$ cat src/rtl/ne16_normquant_multiplier_pipe.sv
// Multi-lane normalisation multiplier: signed accumulator x signed/unsigned factor, exact products,
// behind an elastic valid/ready pipeline of PIPE stages with bubble collapse and synchronous flush.
module ne16_normquant_multiplier_pipe #(
  parameter int NMS    = 8,
  parameter int ACC    = 32,
  parameter int NLANES = 4,
  parameter int PIPE   = 1
) (
  input  logic                         clk_i,
  input  logic                         rst_i,
  input  logic                         clear_i,
  input  logic                         signed_mode_i,
  input  logic                         in_valid_i,
  output logic                         in_ready_o,
  input  logic [NLANES-1:0]            lane_en_i,
  input  logic [NLANES*NMS-1:0]        norm_mult_i,
  input  logic [NLANES*ACC-1:0]        accumulator_i,
  output logic                         out_valid_o,
  input  logic                         out_ready_i,
  output logic [NLANES*(NMS+ACC+1)-1:0] product_o
);

  localparam int PW = NMS + ACC + 1;
  localparam int DW = NLANES * PW;

  logic [DW-1:0] prod_in;

  for (genvar k = 0; k < NLANES; k++) begin : g_lane
    logic signed [NMS:0]    fac;
    logic signed [ACC-1:0]  acc;
    logic signed [PW-1:0]   prod;

    // The extra factor bit carries the sign only in signed mode, so unsigned factors stay positive.
    assign fac  = {signed_mode_i & norm_mult_i[k*NMS+NMS-1], norm_mult_i[k*NMS +: NMS]};
    assign acc  = accumulator_i[k*ACC +: ACC];
    assign prod = PW'(fac) * PW'(acc);
    assign prod_in[k*PW +: PW] = lane_en_i[k] ? prod : '0;
  end

  if (PIPE == 0) begin : g_comb
    assign out_valid_o = in_valid_i;
    assign in_ready_o  = out_ready_i;
    assign product_o   = prod_in;
  end else begin : g_pipe
    logic [PIPE-1:0] valid_q;
    logic [DW-1:0]   data_q  [PIPE];
    logic [PIPE-1:0] ready;
    logic [PIPE-1:0] stage_v;
    logic [DW-1:0]   stage_d [PIPE];

    for (genvar s = 0; s < PIPE; s++) begin : g_stage
      if (s == 0) begin : g_first
        assign stage_v[s] = in_valid_i;
        assign stage_d[s] = prod_in;
      end else begin : g_next
        assign stage_v[s] = valid_q[s-1];
        assign stage_d[s] = data_q[s-1];
      end
      // Unrolled ready chain: a stage can move if the sink is ready or any later stage has a hole.
      assign ready[s] = out_ready_i | ~(&valid_q[PIPE-1:s]);
    end

    always_ff @(posedge clk_i or posedge rst_i) begin
      if (rst_i) begin
        valid_q <= '0;
        for (int s = 0; s < PIPE; s++) data_q[s] <= '0;
      end else if (clear_i) begin
        valid_q <= '0;
        for (int s = 0; s < PIPE; s++) data_q[s] <= '0;
      end else begin
        for (int s = 0; s < PIPE; s++) begin
          if (ready[s]) begin
            valid_q[s] <= stage_v[s];
            data_q[s]  <= stage_v[s] ? stage_d[s] : '0;
          end
        end
      end
    end

    assign in_ready_o  = ready[0] & ~clear_i;
    assign out_valid_o = valid_q[PIPE-1];
    assign product_o   = data_q[PIPE-1];
  end

endmodule

$ cat config.mk
export PLATFORM = sky130hd
export DESIGN_NAME = ne16_normquant_multiplier_pipe
export DESIGN_NICKNAME = d
export VERILOG_FILES = /design/src/rtl/ne16_normquant_multiplier_pipe.sv
export SDC_FILE = /design/constraint.sdc
export NUM_CORES = 2
export LEC_CHECK = 0
export BUFFER_PORTS_ARGS = -buffer_cell sky130_fd_sc_hd__buf_4
export CAP_MARGIN = 20
export CORE_MARGIN = 3
export CORE_UTILIZATION = 58
export DETAILED_ROUTE_END_ITERATION = 12
export GPL_TIMING_DRIVEN = 0
export PLACE_DENSITY = 0.86
export SETUP_SLACK_MARGIN = 0.4
export SYNTH_ARGS = -nofsm -noshare
export SYNTH_HDL_FRONTEND = slang
export SYNTH_SLANG_ARGS = --single-unit
$ cat constraint.sdc
create_clock -name clk_i -period 5 [get_ports clk_i]
set_input_delay 0.5 -clock clk_i [delete_from_list [all_inputs] [get_ports clk_i]]
set_output_delay 0.5 -clock clk_i [all_outputs]
set_load 0.05 [all_outputs]
Yosys cells after proc, flatten, opt, wreduce, memory -nomap -nowiden
Cells that the tools add are included.

Register bits after elaboration: 165. Latch bits: 0. RAM bits: 0. Memory bits (read-only): 0. Input bits: 170. Output and inout port bits: 166. Logic and storage cells: 24. Memories: 0.

$add $sub $neg: 0. $mul: 4. Divide/modulo/power cells: 0. Magnitude comparators: 0. Equality and inequality tests: 0. Shift operators: 0. Muxes and demuxes: 9. Bitwise operators: 8. Reductions and logical operators: 1.

Operators by type and width (count): 2-to-1 mux 164 bit (3); multiplier 9 x 32 -> 41 bit (4); 2-to-1 mux 41 bit (4); AND 1 bit (5); 2-to-1 mux 1 bit (2); inverter 1 bit (2); nonzero test 2 bit (1); OR 1 bit (1).

Longest topological paths before layout
Depth in word-level cells: 6. Gate-level depth with buffers: 22. Depth with buffers taken out: 21.

Least setup slack after synthesis
Ideal clock, no wire load.

Path type: input to register. Start: in norm_mult_i[0]. End: reg g_pipe.data_q (netlist bit product_o[35]). Setup time: 132 ps. Arrival: 5468 ps. Required time: 4868 ps. Slack: -600 ps. Stages on the path: 20. Buffers on the path: 1. Path through: clkbuf_1 nand2_1 fa_1 inv_1 fa_1 fa_1 fa_1 inv_1 fa_1 inv_1 ha_1 and3_1 a221oi_2 o21ai_2 a311oi_4 nor4_2 nor4_4 o311ai_1 xnor2_1 o21ai_1.

Word-level cells in the longest chain between the ends: 5.

Ends and longest elaborated chain: start: declaration (line 16) `input logic [NLANES*NMS-1:0] norm_mult_i,`; multiplier 9 x 32 -> 41 bit (line 36) `assign prod = PW'(fac) * PW'(acc);`; 2-to-1 mux 41 bit (line 37) `assign prod_in[k*PW +: PW] = lane_en_i[k] ? prod : '0;`; 2-to-1 mux 164 bit (line 74) `data_q[s] <= stage_v[s] ? stage_d[s] : '0;`; 2-to-1 mux 164 bit (line 72) `if (ready[s]) begin`; 2-to-1 mux 164 bit (line 67) `end else if (clear_i) begin`; end signal: indexed assignment (line 74); end: declaration (line 46) `logic [DW-1:0] data_q [PIPE];`.

No other way between the ends. The select of a mux whose other input is x is not followed. A chain may end at the register's enable or synchronous reset.

Worst setup path in the final report
Start: in signed_mode_i. End: reg g_pipe.data_q (netlist bit product_o[115]).

Word-level cells in the longest chain between the ends: 6.

Ends and longest elaborated chain: start: declaration (line 12) `input logic signed_mode_i,`; AND 1 bit (line 34) `assign fac = {signed_mode_i & norm_mult_i[k*NMS+NMS-1], norm_mult_i[k*NMS +: NMS]};`; multiplier 9 x 32 -> 41 bit (line 36); 2-to-1 mux 41 bit (line 37); 2-to-1 mux 164 bit (line 74); 2-to-1 mux 164 bit (line 72); 2-to-1 mux 164 bit (line 67).

No other way between the ends. The select of a mux whose other input is x is not followed.

==> key figures <==
Yosys
  – Seq cells post-synth: around 170
  – Post-synthesis cell count: about 4400
  – Sequential share of the synthesized area: 0.09748
  – Most used DFF post-synth: dfrtp_1
  – Post-synth EDFFs: 0
  – Cell Area, Synth: between 40000 and 50000 sq um
  – Post-synthesis async set-or-reset flop share: 1.000
  – Synth Net Count: 5856
  – Mapped Avg Cell Area: 9.570 sq um
  – Yosys cell types: 68
  – Synth Warn #: 0

STA
  – Worst-case clock skew: about 0.015 ns
  – Slew headroom: 0.1889
  – Peak Freq: 0.1791 GHz
  – Final worst setup slack: -0.5844 ns
  – Tmin final: ~5.6 ns
  – Setup TNS: -22.90 ns
  – Final Hold Fails: 0
  – RSZ-0062 raised after global routing: yes
  – Final Max Slew Viols: 0
  – Worst-margin pin slew: 1.217 ns
  – Setup violations, final: 89
  – Final Cycle Share: 1.117

Setup path
  – CP Cell Sequence: buf_16 > buf_6 > buf_12 > nand2_8 > or2_4 > fa_1 > fa_1 > inv_1 > fa_1 > fa_1 > inv_2 > fa_1 > inv_2 > ha_4 > a211oi_2 > o21ai_2 > a31o_2 > a311oi_4 > o21ai_4 > buf_6 > a21oi_4 > o21bai_1 > xnor2_1 > o21ai_1
  – CP max stage cell: fa_1
  – Most frequent CP cell: fa_1
  – Crit path kind: in -> reg
  – Critical Path Max Stage Delay: ~0.53 ns
  – CP Data Arrival Time: just under 6 ns
  – Endpoint type of the worst setup path: register
  – Worst Path Required: 5.38 ns
  – Critical-path maximum fanout: 5
  – Setup crit start kind: primary input

Floorplan
  – DIE HEIGHT: 276.2 um
  – Die area: 76310 sq um
  – Initial core utilization: 0.5885
  – Num rows: between 90 and 100
  – Die W: approximately 280 um
  – Core Area: 71980 sq um
  – Ports: roughly 340

Finish
  – Final Util: 0.7073
  – Register Area: between 4000 and 5000 sq um
  – Fin cells: 5879
  – Share of layout cells above drive strength 1: 0.1913
  – Most common library cell in the layout ignoring fill and taps: fa_1
  – Multi-input gate area: between 30000 and 40000 sq um
  – NumNets Final: about 6300
  – Filler Cell Count: roughly 4800
  – Area growth syn-to-layout: 20.18%
  – Most frequent cells in the layout: fa_1 (910), and2_1 (622), nand2_1 (566)

Clock network
  – Root Buffer: clkbuf_16
  – Clock Sink Count: about 170
  – CTS H-tree lvls: 4
  – TritonCTS clock tree: built
  – Clock slew at the register clock pins of the worst setup and hold paths: approximately 0.090 ns
  – Worst-Skew Late Latency: between 0.5 and 0.6 ns
  – Clock Path Buffers: 2
  – Post-CTS Hold Fix Bufs: 0
  – Total CTS buffers: 17

Power and ir drop
  – Peak VDD IR: between 0.001 and 0.0015 V
  – LEAKAGE: around 25 nW
  – Pwr Density: approximately 730 nW/um^2

Run
  – Max-Cap Viols: 0

Routing
  – Initial DRT Pass Iterations: 7
  – Initial DRC Count: just under 3000
  – Wirelength, routed: between 100000 and 150000 um
  – Via density: about 6
  – Routed WL per cell: 22.21 um
  – Antenna-violating nets left: 0
  – Via count: 35450
  – DRC viols: 0

Placement
  – GPL Wtd Cong: 0.9882
  – DP Cell Count: between 5000 and 6000
  – Port buffer count: about 330
  – HPWL after DPL: ~100000 um

GRT
  – Largest net degree at the start of global routing: 40
  – Initial antenna violation count: 5
  – First-pass GRT wire length: just over 200000 um
  – Vias in the first global route: ~38000
  – GR Overflow Total: 0
  – GRT Util Overall: 0.3381

Outcome
  – Status: finished with violations
  – Failing checks: negative setup slack

Min path
  – Hold Crit Class: in -> async
==> sequential cells by signal, indices dropped and copies added, names as in the netlist <==
name         count
out_valid_o      1
product_o      164
==> repair_timing <==
action                                  CTS  global route
gates cloned                              0             1
endpoints found under the setup margin  116           117
setup buffers                            84            45
resized for setup                       375           256
pin swaps                               141           145
==> critical path: cells and delay by family <==
kind | cells | cell delay (ns)
and+or+nand+nor | 2 | 0.30
AOI/OAI and AO/OA | 8 | 1.63
buffers and inverters | 7 | 0.69
adders and majority gates | 6 | 2.62
xor gates and xnor gates | 1 | 0.20
==> cell families after synthesis <==
family / share of synthesized area
DFF: 0.09748
muxes: 0.001654
buffers and inverters: 0.06602
xor gates and xnor gates: 0.02916
adders and majority gates: 0.5360
and+or+nand+nor: 0.1826
AOI/OAI and AO/OA: 0.08708
==> metrics by stage <==
step	hold WS (ns)	instance area [sq um]	total power [mW]	worst slack, ns
after detailed placement	0.4761	46710	28.66	-1.589
after global routing	0.2288	50900	40.06	-0.6733
final	0.1686	50910	37.35	-0.5844
after global placement	0.4621	46600	27.89	-1.465
after CTS	0.1596	49590	33.58	-0.3921
after floorplan	0.6622	42930	22.20	-0.5145
==> final timing paths <==
| path | from | to | slack, ns | cells past startpoint |
|---|---|---|---|---|
| max | signed_mode_i | product_o[115] | -0.58 | 24 |
| min | rst_i | product_o[140] | 0.17 | 2 |
| max reg2reg | out_valid_o | product_o[30] | 1.85 | 8 |
| min reg2reg | product_o[12] | product_o[12] | 0.48 | 2 |
| max in group asynchronous | rst_i | product_o[26] | 3.27 | 7 |
| min in group clk_i | norm_mult_i[8] | product_o[41] | 0.30 | 2 |
==> power by group <==
part / internal (mW) / switching [mW] / total, mW
registers: 1.79 / 0.352 / 2.15
logic: 14.2 / 19.3 / 33.5
clock network: 0.963 / 0.702 / 1.67
==> per-layer routing <==
metal | GRT usage | wire length, um | vias to the layer above
met5 | 0 | 0 | -
met4 | 0.1702 | 7174 | 0
met3 | 0.08098 | 13280 | 556
met2 | 0.5581 | 63270 | 2098
met1 | 0.4174 | 46870 | 17950
li1 | - | - | 14850
==> cell type report <==
cell class                      count  area share
Multi-Input combinational cell   3516      0.7363
Sequential cell                   165     0.08111
Timing Repair Buffer              467     0.07691
Inverter                          581     0.04291
Buffer                            164     0.02576
Tap cell                          950     0.02335
Clock buffer                       20    0.008775
Clock inverter                     12    0.004694
Antenna cell                        4   0.0001966
==> cell usage after synthesis (6+ instances only) <==
cell type / number / area, sq um
and2_1: 634 / 3966
xnor2_1: 94 / 823.3
a31oi_1: 14 / 87.58
nand2b_1: 8 / 50.05
nor2b_1: 15 / 93.84
fa_1: 924 / 18500
a211oi_1: 18 / 135.1
or2_2: 18 / 112.6
o211ai_1: 7 / 52.55
o21ai_0: 169 / 845.8
o21bai_1: 25 / 187.7
nand2_1: 580 / 2177
and3_1: 22 / 137.6
xor2_1: 47 / 411.6
o21a_1: 17 / 127.6
o21ai_1: 9 / 45.04
nor3_1: 19 / 95.09
a21oi_1: 122 / 610.6
nand4_1: 10 / 62.56
ha_1: 336 / 4204
buf_1: 6 / 22.52
or3_1: 15 / 93.84
clkbuf_1: 158 / 593.1
dfrtp_1: 165 / 4129
a21o_1: 67 / 503.0
nand3_1: 34 / 170.2
mux2i_1: 7 / 70.07
nor2_1: 173 / 649.4
o31ai_1: 12 / 90.09
nor3b_1: 8 / 60.06
a32o_1: 16 / 160.2
inv_1: 581 / 2181
a22o_1: 29 / 254.0
(Power assumes the default switching activity.)
